<file path="src/rtl/if_pkg.sv">
// Shared types and constants for the instruction-fetch front end.
package if_pkg;

    localparam logic [31:0] NOP = 32'h0000_0013;

    typedef struct packed {
        logic [31:0] pc;
        logic [31:0] inst;
    } fetch_entry_t;

    typedef enum logic [1:0] {
        NONE,
        BRANCH,
        RETURN
    } if_redirect_t;

endpackage

</file>
<file path="src/rtl/fetch_fifo.sv">
// Small synchronous FIFO with clear; the head entry is read straight from the
// storage registers, so the output never depends on push_data in the same cycle.
module fetch_fifo #(
    parameter int DEPTH = 4,
    parameter int WIDTH = 32,
    parameter int CW    = $clog2(DEPTH + 1)
) (
    input  logic             clk,
    input  logic             rstn,
    input  logic             clr,
    input  logic             push,
    input  logic [WIDTH-1:0] push_data,
    input  logic             pop,
    output logic [WIDTH-1:0] head,
    output logic [CW-1:0]    count
);

    localparam int AW = (DEPTH > 1) ? $clog2(DEPTH) : 1;
    localparam logic [AW-1:0] LAST = AW'(DEPTH - 1);

    logic [WIDTH-1:0] mem [DEPTH];
    logic [AW-1:0]    wr_ptr;
    logic [AW-1:0]    rd_ptr;
    logic             do_push;
    logic             do_pop;

    // A push into a full FIFO is accepted only when a pop frees the slot.
    assign do_pop  = pop && (count != '0);
    assign do_push = push && ((count != CW'(DEPTH)) || do_pop);

    always_ff @(posedge clk or negedge rstn) begin
        if (!rstn) begin
            wr_ptr <= '0;
            rd_ptr <= '0;
            count  <= '0;
        end else if (clr) begin
            wr_ptr <= '0;
            rd_ptr <= '0;
            count  <= '0;
        end else begin
            if (do_push) begin
                wr_ptr <= (wr_ptr == LAST) ? '0 : wr_ptr + AW'(1);
            end
            if (do_pop) begin
                rd_ptr <= (rd_ptr == LAST) ? '0 : rd_ptr + AW'(1);
            end
            count <= count + CW'(do_push) - CW'(do_pop);
        end
    end

    always_ff @(posedge clk) begin
        if (do_push && !clr) begin
            mem[wr_ptr] <= push_data;
        end
    end

    assign head = mem[rd_ptr];

endmodule

</file>
<file path="src/rtl/stage_if_prefetch.sv">
// Instruction-fetch stage: sequential requests to a pipelined instruction memory,
// returned {pc, inst} pairs queued for decode, redirects flush queued and in-flight work.
module stage_if_prefetch
    import if_pkg::*;
#(
    parameter logic [31:0] RESET_PC        = 32'h0000_0000,
    parameter int          FETCH_DEPTH     = 4,
    parameter int          MAX_OUTSTANDING = 2
) (
    input  logic        clk,
    input  logic        rstn,
    input  logic        pc_stall,
    input  logic        if_flush,
    input  logic        br_ctrl,
    input  logic [31:0] br_addr,
    input  logic        ret_ctrl,
    input  logic [31:0] ret_pc,
    output logic        imem_req,
    output logic [31:0] imem_addr,
    input  logic        imem_gnt,
    input  logic        imem_rvalid,
    input  logic [31:0] imem_rdata,
    output logic        if_valid,
    output logic [31:0] if_inst,
    output logic [31:0] if_pc
);

    localparam int CW  = $clog2(MAX_OUTSTANDING + 1);
    localparam int DCW = $clog2(FETCH_DEPTH + 1);

    logic           run;
    logic [31:0]    fetch_pc;
    logic [CW-1:0]  outstanding;
    logic [CW-1:0]  outstanding_next;
    logic [CW-1:0]  drop;
    logic [DCW-1:0] data_count;
    logic [31:0]    tag_head;
    if_redirect_t   redir_kind;
    logic           redir;
    logic [31:0]    redir_target;
    logic           credit_ok;
    logic           grant;
    logic           rsp_keep;
    logic           pop_head;
    fetch_entry_t   push_entry;
    fetch_entry_t   head_entry;

    always_comb begin
        redir_kind   = NONE;
        redir_target = fetch_pc;
        if (br_ctrl) begin
            redir_kind = BRANCH;
        end else if (ret_ctrl) begin
            redir_kind = RETURN;
        end
        case (redir_kind)
            BRANCH:  redir_target = br_addr;
            RETURN:  redir_target = ret_pc;
            default: redir_target = fetch_pc;
        endcase
    end

    assign redir = (redir_kind != NONE);

    // Every granted request reserves a FIFO slot, so returned data always fits.
    assign credit_ok = (int'(outstanding) < MAX_OUTSTANDING) &&
                       (int'(data_count) + int'(outstanding) < FETCH_DEPTH);
    assign imem_req  = run && !redir && credit_ok;
    assign imem_addr = fetch_pc;
    assign grant     = imem_req && imem_gnt;

    assign outstanding_next = outstanding + CW'(grant) - CW'(imem_rvalid);
    assign rsp_keep         = imem_rvalid && (drop == '0) && !redir;
    assign pop_head         = !redir && if_valid && (!pc_stall || if_flush);
    assign push_entry       = '{pc: tag_head, inst: imem_rdata};

    // run holds off the first request for one cycle so imem_req is low out of reset.
    always_ff @(posedge clk or negedge rstn) begin
        if (!rstn) begin
            run      <= 1'b0;
            fetch_pc <= RESET_PC;
            drop     <= '0;
        end else begin
            run <= 1'b1;
            if (redir) begin
                fetch_pc <= {redir_target[31:2], 2'b00};
                drop     <= outstanding_next;
            end else begin
                if (grant) begin
                    fetch_pc <= fetch_pc + 32'd4;
                end
                if (imem_rvalid && (drop != '0)) begin
                    drop <= drop - CW'(1);
                end
            end
        end
    end

    // Tag-queue occupancy is the outstanding-request count; it is never cleared
    // so that discarded responses still retire their own tags in order.
    fetch_fifo #(
        .DEPTH (MAX_OUTSTANDING),
        .WIDTH (32),
        .CW    (CW)
    ) u_tag_q (
        .clk       (clk),
        .rstn      (rstn),
        .clr       (1'b0),
        .push      (grant),
        .push_data (fetch_pc),
        .pop       (imem_rvalid),
        .head      (tag_head),
        .count     (outstanding)
    );

    fetch_fifo #(
        .DEPTH (FETCH_DEPTH),
        .WIDTH ($bits(fetch_entry_t)),
        .CW    (DCW)
    ) u_data_q (
        .clk       (clk),
        .rstn      (rstn),
        .clr       (redir),
        .push      (rsp_keep),
        .push_data (push_entry),
        .pop       (pop_head),
        .head      (head_entry),
        .count     (data_count)
    );

    assign if_valid = (data_count != '0);
    assign if_inst  = if_valid ? head_entry.inst : NOP;
    assign if_pc    = if_valid ? head_entry.pc : 32'h0000_0000;

endmodule

</file>
<file path="config.mk">
export PLATFORM = sky130hd
export DESIGN_NAME = stage_if_prefetch
export DESIGN_NICKNAME = d
export VERILOG_FILES = /design/src/rtl/if_pkg.sv /design/src/rtl/fetch_fifo.sv /design/src/rtl/stage_if_prefetch.sv
export SDC_FILE = /design/constraint.sdc
export NUM_CORES = 1
export LEC_CHECK = 0
export ABC_AREA = 1
export BUFFER_PORTS_ARGS = -buffer_cell sky130_fd_sc_hd__buf_2
export CAP_MARGIN = 10
export CORE_AREA = 2 2 198 200
export CTS_CLUSTER_DIAMETER = 60
export CTS_CLUSTER_SIZE = 10
export DETAILED_ROUTE_END_ITERATION = 8
export DIE_AREA = 0 0 200 202
export PLACE_DENSITY_LB_ADDON = 0.25
export REMOVE_ABC_BUFFERS = 1
export SLEW_MARGIN = 20
export SYNTH_ARGS = -nofsm -noshare
export SYNTH_HDL_FRONTEND = slang
export SYNTH_SLANG_ARGS = --single-unit
</file>
<file path="constraint.sdc">
create_clock -name clk -period 7.4 [get_ports clk]
set_input_delay 1.48 -clock clk [delete_from_list [all_inputs] [get_ports clk]]
set_output_delay 1.48 -clock clk [all_outputs]
set_load 0.01 [all_outputs]
</file>
# Word level (Yosys, flattened, before mapping)
# Memory sizes are Yosys's and may differ from the RTL's.
# Index checks and enable logic that the tools add are counted.
dict set report word_totals {
  register_bits 46
  output_inout_bits 98
  n_memories 2
  mem_bits_rw 320
  inputBits 104
  word_cells 85
}
# name words width read_ports rd_ports_with_merged_regs write_ports line_no
set mem_list {}
lappend mem_list {u_data_q.mem 4 64 1 0 1 fetch_fifo.sv:21} ;# logic [WIDTH-1:0] mem [DEPTH];
lappend mem_list {u_tag_q.mem 2 32 1 0 1 fetch_fifo.sv:21}
dict set report op_classes {
  n_lt_le_gt_ge 2
  n_reduce_logical 29
  eq_ne 7
  add_sub_neg 13
  muxes 22
}
# op count
set op_table {}
lappend op_table {{32-bit 2-to-1 mux} 4}
lappend op_table {{32-bit one-hot mux with 2 select lines} 1}
lappend op_table {{32-bit by 3-bit adder with 32-bit output (second input constant)} 1}
lappend op_table {{2-bit 2-to-1 mux} 10}
lappend op_table {{1-bit logical AND} 14}
lappend op_table {{2-bit nonzero test} 7}
lappend op_table {{2-bit equality test (second input constant)} 3}
lappend op_table {{1-bit 2-to-1 mux} 6}
lappend op_table {{3-bit != test (second input constant)} 2}
lappend op_table {{2-bit by 1-bit adder with 2-bit output} 2}
lappend op_table {{2-bit by 1-bit adder with 2-bit output (second input constant)} 2}
lappend op_table {{3-bit by 2-bit adder with 4-bit output} 1}
lappend op_table {{4-bit by 3-bit < comparator with 1-bit output (second input constant)} 1}
lappend op_table {{2-bit by 1-bit subtractor with 2-bit output} 2}
lappend op_table {{3-bit by 1-bit adder with 3-bit output} 1}
lappend op_table {{1-bit logical OR} 3}
lappend op_table {{3-bit 2-to-1 mux} 1}
lappend op_table {{3-bit nonzero test} 1}
lappend op_table {{3-bit by 1-bit subtractor with 3-bit output} 1}
lappend op_table {{1-bit adder (second input constant)} 2}
lappend op_table {{2-bit by 1-bit equality test with 1-bit output (second input constant)} 1}
lappend op_table {{1-bit logical NOT} 2}
lappend op_table {{2-bit logical NOT} 1}
lappend op_table {{2-bit < comparator (second input constant)} 1}
lappend op_table {{other kinds (3)} 3}

# Depth between registers and ports, before layout
dict set report logic_depth {
  depth_word 12
  ltp_mapped 11
  ltp_nobuf 10
}

# Hierarchy
# From an unflattened synthesis, not the netlist that was laid out.
dict set report hier_totals {
  hier_cells 1453
  hier_area_um2 15914.0
}
# module cells_each n_inst seq_area_each_um2 area_per_inst_um2
set modules_own_cells {}
lappend modules_own_cells {{fetch_fifo at u_data_q} 681 1 7862.5 10032.1}
lappend modules_own_cells {stage_if_prefetch 568 1 825.8 3245.6}
lappend modules_own_cells {{fetch_fifo at u_tag_q} 204 1 2021.9 2636.3}

# Worst setup path after synthesis
# OpenSTA, ideal clock, no wires.
dict set report synth_timing {
  path_type {in2reg}
  from {input br_ctrl}
  to {memory u_data_q.mem[0][0] in the netlist's numbering, enable pin}
  t_arrival_ns 4.859
  setup_time_ns 0.482
  stages 6
  t_required_ns 6.918
  path_buffers 1
  slack_ns 2.059
  cell_sequence {buf_2 -> nor2_8 -> nand3_1 -> a31oi_1 -> inv_1 -> nor2_1}
}
dict set report synth_via {
  elab_chain_cells 11
  word_cells_on_any_way 12
  cone_classes {3 x mux; 9 x reduce/logical}
}
# element line_no
set synth_rtl {}
lappend synth_rtl {{from (decl)} stage_if_prefetch.sv:14} ;# input logic br_ctrl,
lappend synth_rtl {{2-bit 2-to-1 mux (*)} stage_if_prefetch.sv:51} ;# if (br_ctrl) begin
lappend synth_rtl {{2-bit nonzero test (*)} stage_if_prefetch.sv:63} ;# assign redir = (redir_kind != NONE);
lappend synth_rtl {{1-bit logical NOT (*)} {fetch_fifo.sv:52, stage_if_prefetch.sv:73, stage_if_prefetch.sv:74}}
lappend synth_rtl {{1-bit logical AND (2 in series)} stage_if_prefetch.sv:74} ;# assign pop_head = !redir && if_valid && (!pc_stall || if_flush);
lappend synth_rtl {{1-bit logical AND} fetch_fifo.sv:28} ;# assign do_pop = pop && (count != '0);
lappend synth_rtl {{1-bit logical OR} fetch_fifo.sv:29} ;# assign do_push = push && ((count != CW'(DEPTH)) || do_pop);
lappend synth_rtl {{1-bit logical AND} fetch_fifo.sv:29}
lappend synth_rtl {{1-bit logical AND (*)} fetch_fifo.sv:52} ;# if (do_push && !clr) begin
lappend synth_rtl {{1-bit 2-to-1 mux (*)} fetch_fifo.sv:52}
lappend synth_rtl {{1-bit 2-to-1 mux (implied by the code) (*)} fetch_fifo.sv:53} ;# mem[wr_ptr] <= push_data;
lappend synth_rtl {{to (decl)} fetch_fifo.sv:21}
# Every way passes the cells marked *; elsewhere a longest branch is shown, timed or not.

# Worst setup path in the final report
dict set report layout_timing {
  from {register u_data_q.rd_ptr[0]}
  to {output if_inst[15]}
}
dict set report layout_via {
  elab_chain_cells 2
}
# element line_no
set layout_rtl {}
lappend layout_rtl {{from (decl)} fetch_fifo.sv:23} ;# logic [AW-1:0] rd_ptr;
lappend layout_rtl {{from (signal assigned)} fetch_fifo.sv:45} ;# rd_ptr <= (rd_ptr == LAST) ? '0 : rd_ptr + AW'(1);
lappend layout_rtl {{memory 4 x 64 bit} --}
lappend layout_rtl {{32-bit 2-to-1 mux} stage_if_prefetch.sv:132} ;# assign if_inst = if_valid ? head_entry.inst : NOP;
lappend layout_rtl {{to (decl)} stage_if_prefetch.sv:24} ;# output logic [31:0] if_inst,
# No other way between the ends.

==> impl_metrics.env <==
export IMPL_status="finished, final reports clean"
export IMPL_row_count=72
export IMPL_synth_top_area_share_pct=61.3
export IMPL_reg2reg_to="u_data_q.mem[3][24]"
export IMPL_wl_mm=37.4
export IMPL_start_util_pct=39.4
export IMPL_cp_max_fo=99
export IMPL_syn_area_per_cell_sq_um=10.8
export IMPL_cts_max_level=2
export IMPL_synth_area_sq_um=15100
export IMPL_maxCapViolCount=0
export IMPL_ys_ff_latch=352
export IMPL_switching_power_mw=1.16
export IMPL_synth_simple_gate_area_share_pct=16.4
export IMPL_worst_slack_ns=2.83
export IMPL_fmax_ghz=0.219
export IMPL_synth_cell_type_count=37
export IMPL_antenna_found_initial=0
export IMPL_drv_slew=0
export IMPL_synth_xor_area_share_pct=0.754
export IMPL_clk_path_buf_depth=3
export IMPL_p_comb_share_pct=10.5
export IMPL_seqPwrFrac_pct=50.3
export IMPL_cts_tree="done"
export IMPL_drt_iter0_drc=706
export IMPL_die_area_sq_um=40400
export IMPL_ys_seq_area_share_pct=68.6
export IMPL_core_area_sq_um=38300
export IMPL_hold_ws_ns=0.543
export IMPL_power_density_nw_per_um2=267
export IMPL_grt_max_degree=100
export IMPL_async_flop_share_pct=12.5
export IMPL_p_total_mw=4.75
export IMPL_cp_end_kind="primary output"
export IMPL_peakVddDrop_v=0.000125
export IMPL_setup_viol=0
export IMPL_drt_pass1_iter_count=5
export IMPL_tns_ns=0
export IMPL_worstSetupStartpointType="flop"
export IMPL_vias_per_cell=4.90
export IMPL_postCtsHoldBufs=0
export IMPL_dp_hpwl_mm=22.2
export IMPL_fin_skew_ns=0.0184
export IMPL_endpoint="if_inst[15]"
export IMPL_leakage_nw=6.93
export IMPL_muxShareOfSynthArea_pct=0
export IMPL_synth_compound_area_share_pct=9.19
export IMPL_die_h_um=202
export IMPL_ff2ff_path_depth=7
export IMPL_globalRouteOverflowTotal=0
export IMPL_synth_top_area_cell="edfxtp_1"
export IMPL_grt_pass1_vias=9883
export IMPL_cts_sinks=352
export IMPL_drc_errors=0
export IMPL_rsz0062_at_grt="no"
export IMPL_worstPathRequired_ns=5.92
export IMPL_vias=10400
export IMPL_pwr_share_clk_pct=39.2
export IMPL_nNetsFinal=1697
export IMPL_maxSlewHeadroom_pct=30.3
export IMPL_synth_fa_ha_area_share_pct=1.29
export IMPL_crit_start="u_data_q.rd_ptr[0]"
export IMPL_netSwitchingFraction_pct=24.3
export IMPL_n_antenna_cell=0
export IMPL_drive_gt1_share_pct=17.3
export IMPL_synth_warnings=0
export IMPL_fin_crit_ns=4.57
export IMPL_numCtsBuffers=42
export IMPL_grt_pass1_wl_mm=56.7
export IMPL_synthesis_instances=1397
export IMPL_critPathKind="reg2out"
export IMPL_place_ws_ns=2.41
export IMPL_wl_per_cell_um=17.7
export IMPL_synthTopCellsByArea="edfxtp_1, nor2_1, dfrtp_1, nand2_1, o21ai_0"
export IMPL_clockRootBuffer="clkbuf_16"
export IMPL_syn_to_final_growth_pct=17.7
export IMPL_clk_latency_ns=0.54
export IMPL_final_util_pct=46.4
export IMPL_io_pins=202
export IMPL_fill_cells=3528
export IMPL_postCtsSetupRepairBufs=0
export IMPL_clk_pin_slew_ns=0.05
export IMPL_hold_path_class="reg2reg"
export IMPL_gp_congestion=0.823
export IMPL_r2r_start="drop[0]"
export IMPL_synth_top_flop_cell="edfxtp_1"
export IMPL_worstMarginPinSlew_ns=1.04
export IMPL_die_x_um=200
export IMPL_min_period_over_period_pct=61.8
export IMPL_cts_resized=0
export IMPL_reg2reg_slack_ns=4.43
export IMPL_synth_top_family_by_area="simple AND/OR/NAND/NOR gates"
export IMPL_hold_viol=0
export IMPL_worstPathArrival_ns=3.09
export IMPL_grtUsageTotal_pct=18.4
export IMPL_port_buffer_count=193
export IMPL_ant_nets=0
export IMPL_p_int_mw=3.59
export IMPL_synth_edf_count=308
cells in the final DEF, fill, tap and decap left out, drive strengths merged, types with 10 or more instances in the layout:
cell type,count
nor2,357
edfxtp,308
nand2,234
buf,207
o21ai,134
a21oi,81
clkbuf,59
inv,57
dfrtp,44
nand3,31
a22o,24
ha,14
xor2,10
worst min-delay path by stage:
| stage | end | slack (ns) | cells past startpoint | startpoint |
|---|---|---|---|---|
| 6_report | u_tag_q.wr_ptr | 0.54 | 2 | u_tag_q.wr_ptr |
| 5_1_grt | u_tag_q.wr_ptr | 0.58 | 2 | u_tag_q.wr_ptr |
| 4_1_cts | u_tag_q.wr_ptr | 0.55 | 2 | u_tag_q.wr_ptr |
| 3_5_place_dp | u_tag_q.wr_ptr | 0.54 | 2 | u_tag_q.wr_ptr |
| 3_3_place_gp | u_tag_q.wr_ptr | 0.52 | 2 | u_tag_q.wr_ptr |
| 2_1_floorplan | u_tag_q.wr_ptr | 0.49 | 2 | u_tag_q.wr_ptr |
metrics by stage:
| step | instances | cell area [sq um] |
|---|---|---|
| 2_1_floorplan | 1327 | 14800 |
| 3_3_place_gp | 2052 | 16500 |
| 3_5_place_dp | 2052 | 16500 |
| 4_1_cts | 2115 | 17800 |
| 5_1_grt | 2115 | 17800 |
| 6_report | 2115 | 17800 |
final cells by class:
type | instances | area [sq um] | area share [%]
Sequential cell | 352 | 10400 | 58.3
Multi-Input combinational cell | 917 | 4240 | 23.9
Clock buffer | 59 | 1180 | 6.64
Timing Repair Buffer | 207 | 1070 | 6.04
Tap cell | 518 | 648 | 3.65
Inverter | 58 | 219 | 1.23
Clock inverter | 4 | 48.8 | 0.275
state kept, by name (all words and copies together) (netlist names):
name             count
u_data_q.wr_ptr      2
u_data_q.rd_ptr      2
u_tag_q.wr_ptr       1
run                  1
u_tag_q.count        2
imem_addr           30
u_tag_q.rd_ptr       1
u_data_q.mem       248
drop                 2
u_data_q.count       3
u_tag_q.mem         60
power groups by stage:
stage	Clock (mW)	Sequential, mW	Combinational [mW]
2_1_floorplan	0	2.43	0.277
3_3_place_gp	0	2.42	0.493
3_5_place_dp	0	2.43	0.506
4_1_cts	1.90	2.39	0.508
5_1_grt	1.99	2.40	0.572
6_report	1.86	2.39	0.499
critical path, stage by stage, from the launching register on:
cell      delay, ns
dfrtp_4        0.67
clkinv_2       0.34
buf_4          0.77
o21ai_0        0.28
a21oi_1        0.23
buf_2          0.17
cells in the mapped netlist (2+ instances only):
cell type and instances:
nor3_1 3, a31oi_1 4, nand2_4 2, edfxtp_1 308, o311ai_0 4, a21oi_1 80
inv_1 55, buf_1 4, buf_6 4, xor2_1 10, ha_1 14, o211ai_1 2
o21ai_0 133, dfrtp_1 44, nand4_1 5, inv_2 3, nand3_1 30, clkbuf_1 45
xnor2_1 3, buf_2 15, buf_4 5, conb_1 2, nor2_1 354, nand2_1 232
a22o_1 24
cell families after synthesis:
kind of cell / after synthesis
adders and majority gates: 15
AOI/OAI and AO/OA: 252
buffers and inverters: 131
and+or+nand+nor: 632
xor gates and xnor gates: 13
other: 2
DFF: 352
layer usage:
layer / track usage, % / up-vias / wire, um
met3: 3.77 / 56 / 2310
met2: 30.8 / 293 / 18000
li1: - / 5116 / -
met5: 0 / - / 0
met1: 24.2 / 4897 / 16200
met4: 5.56 / 0 / 902
No activity file was read; power rests on OpenSTA's default activity.
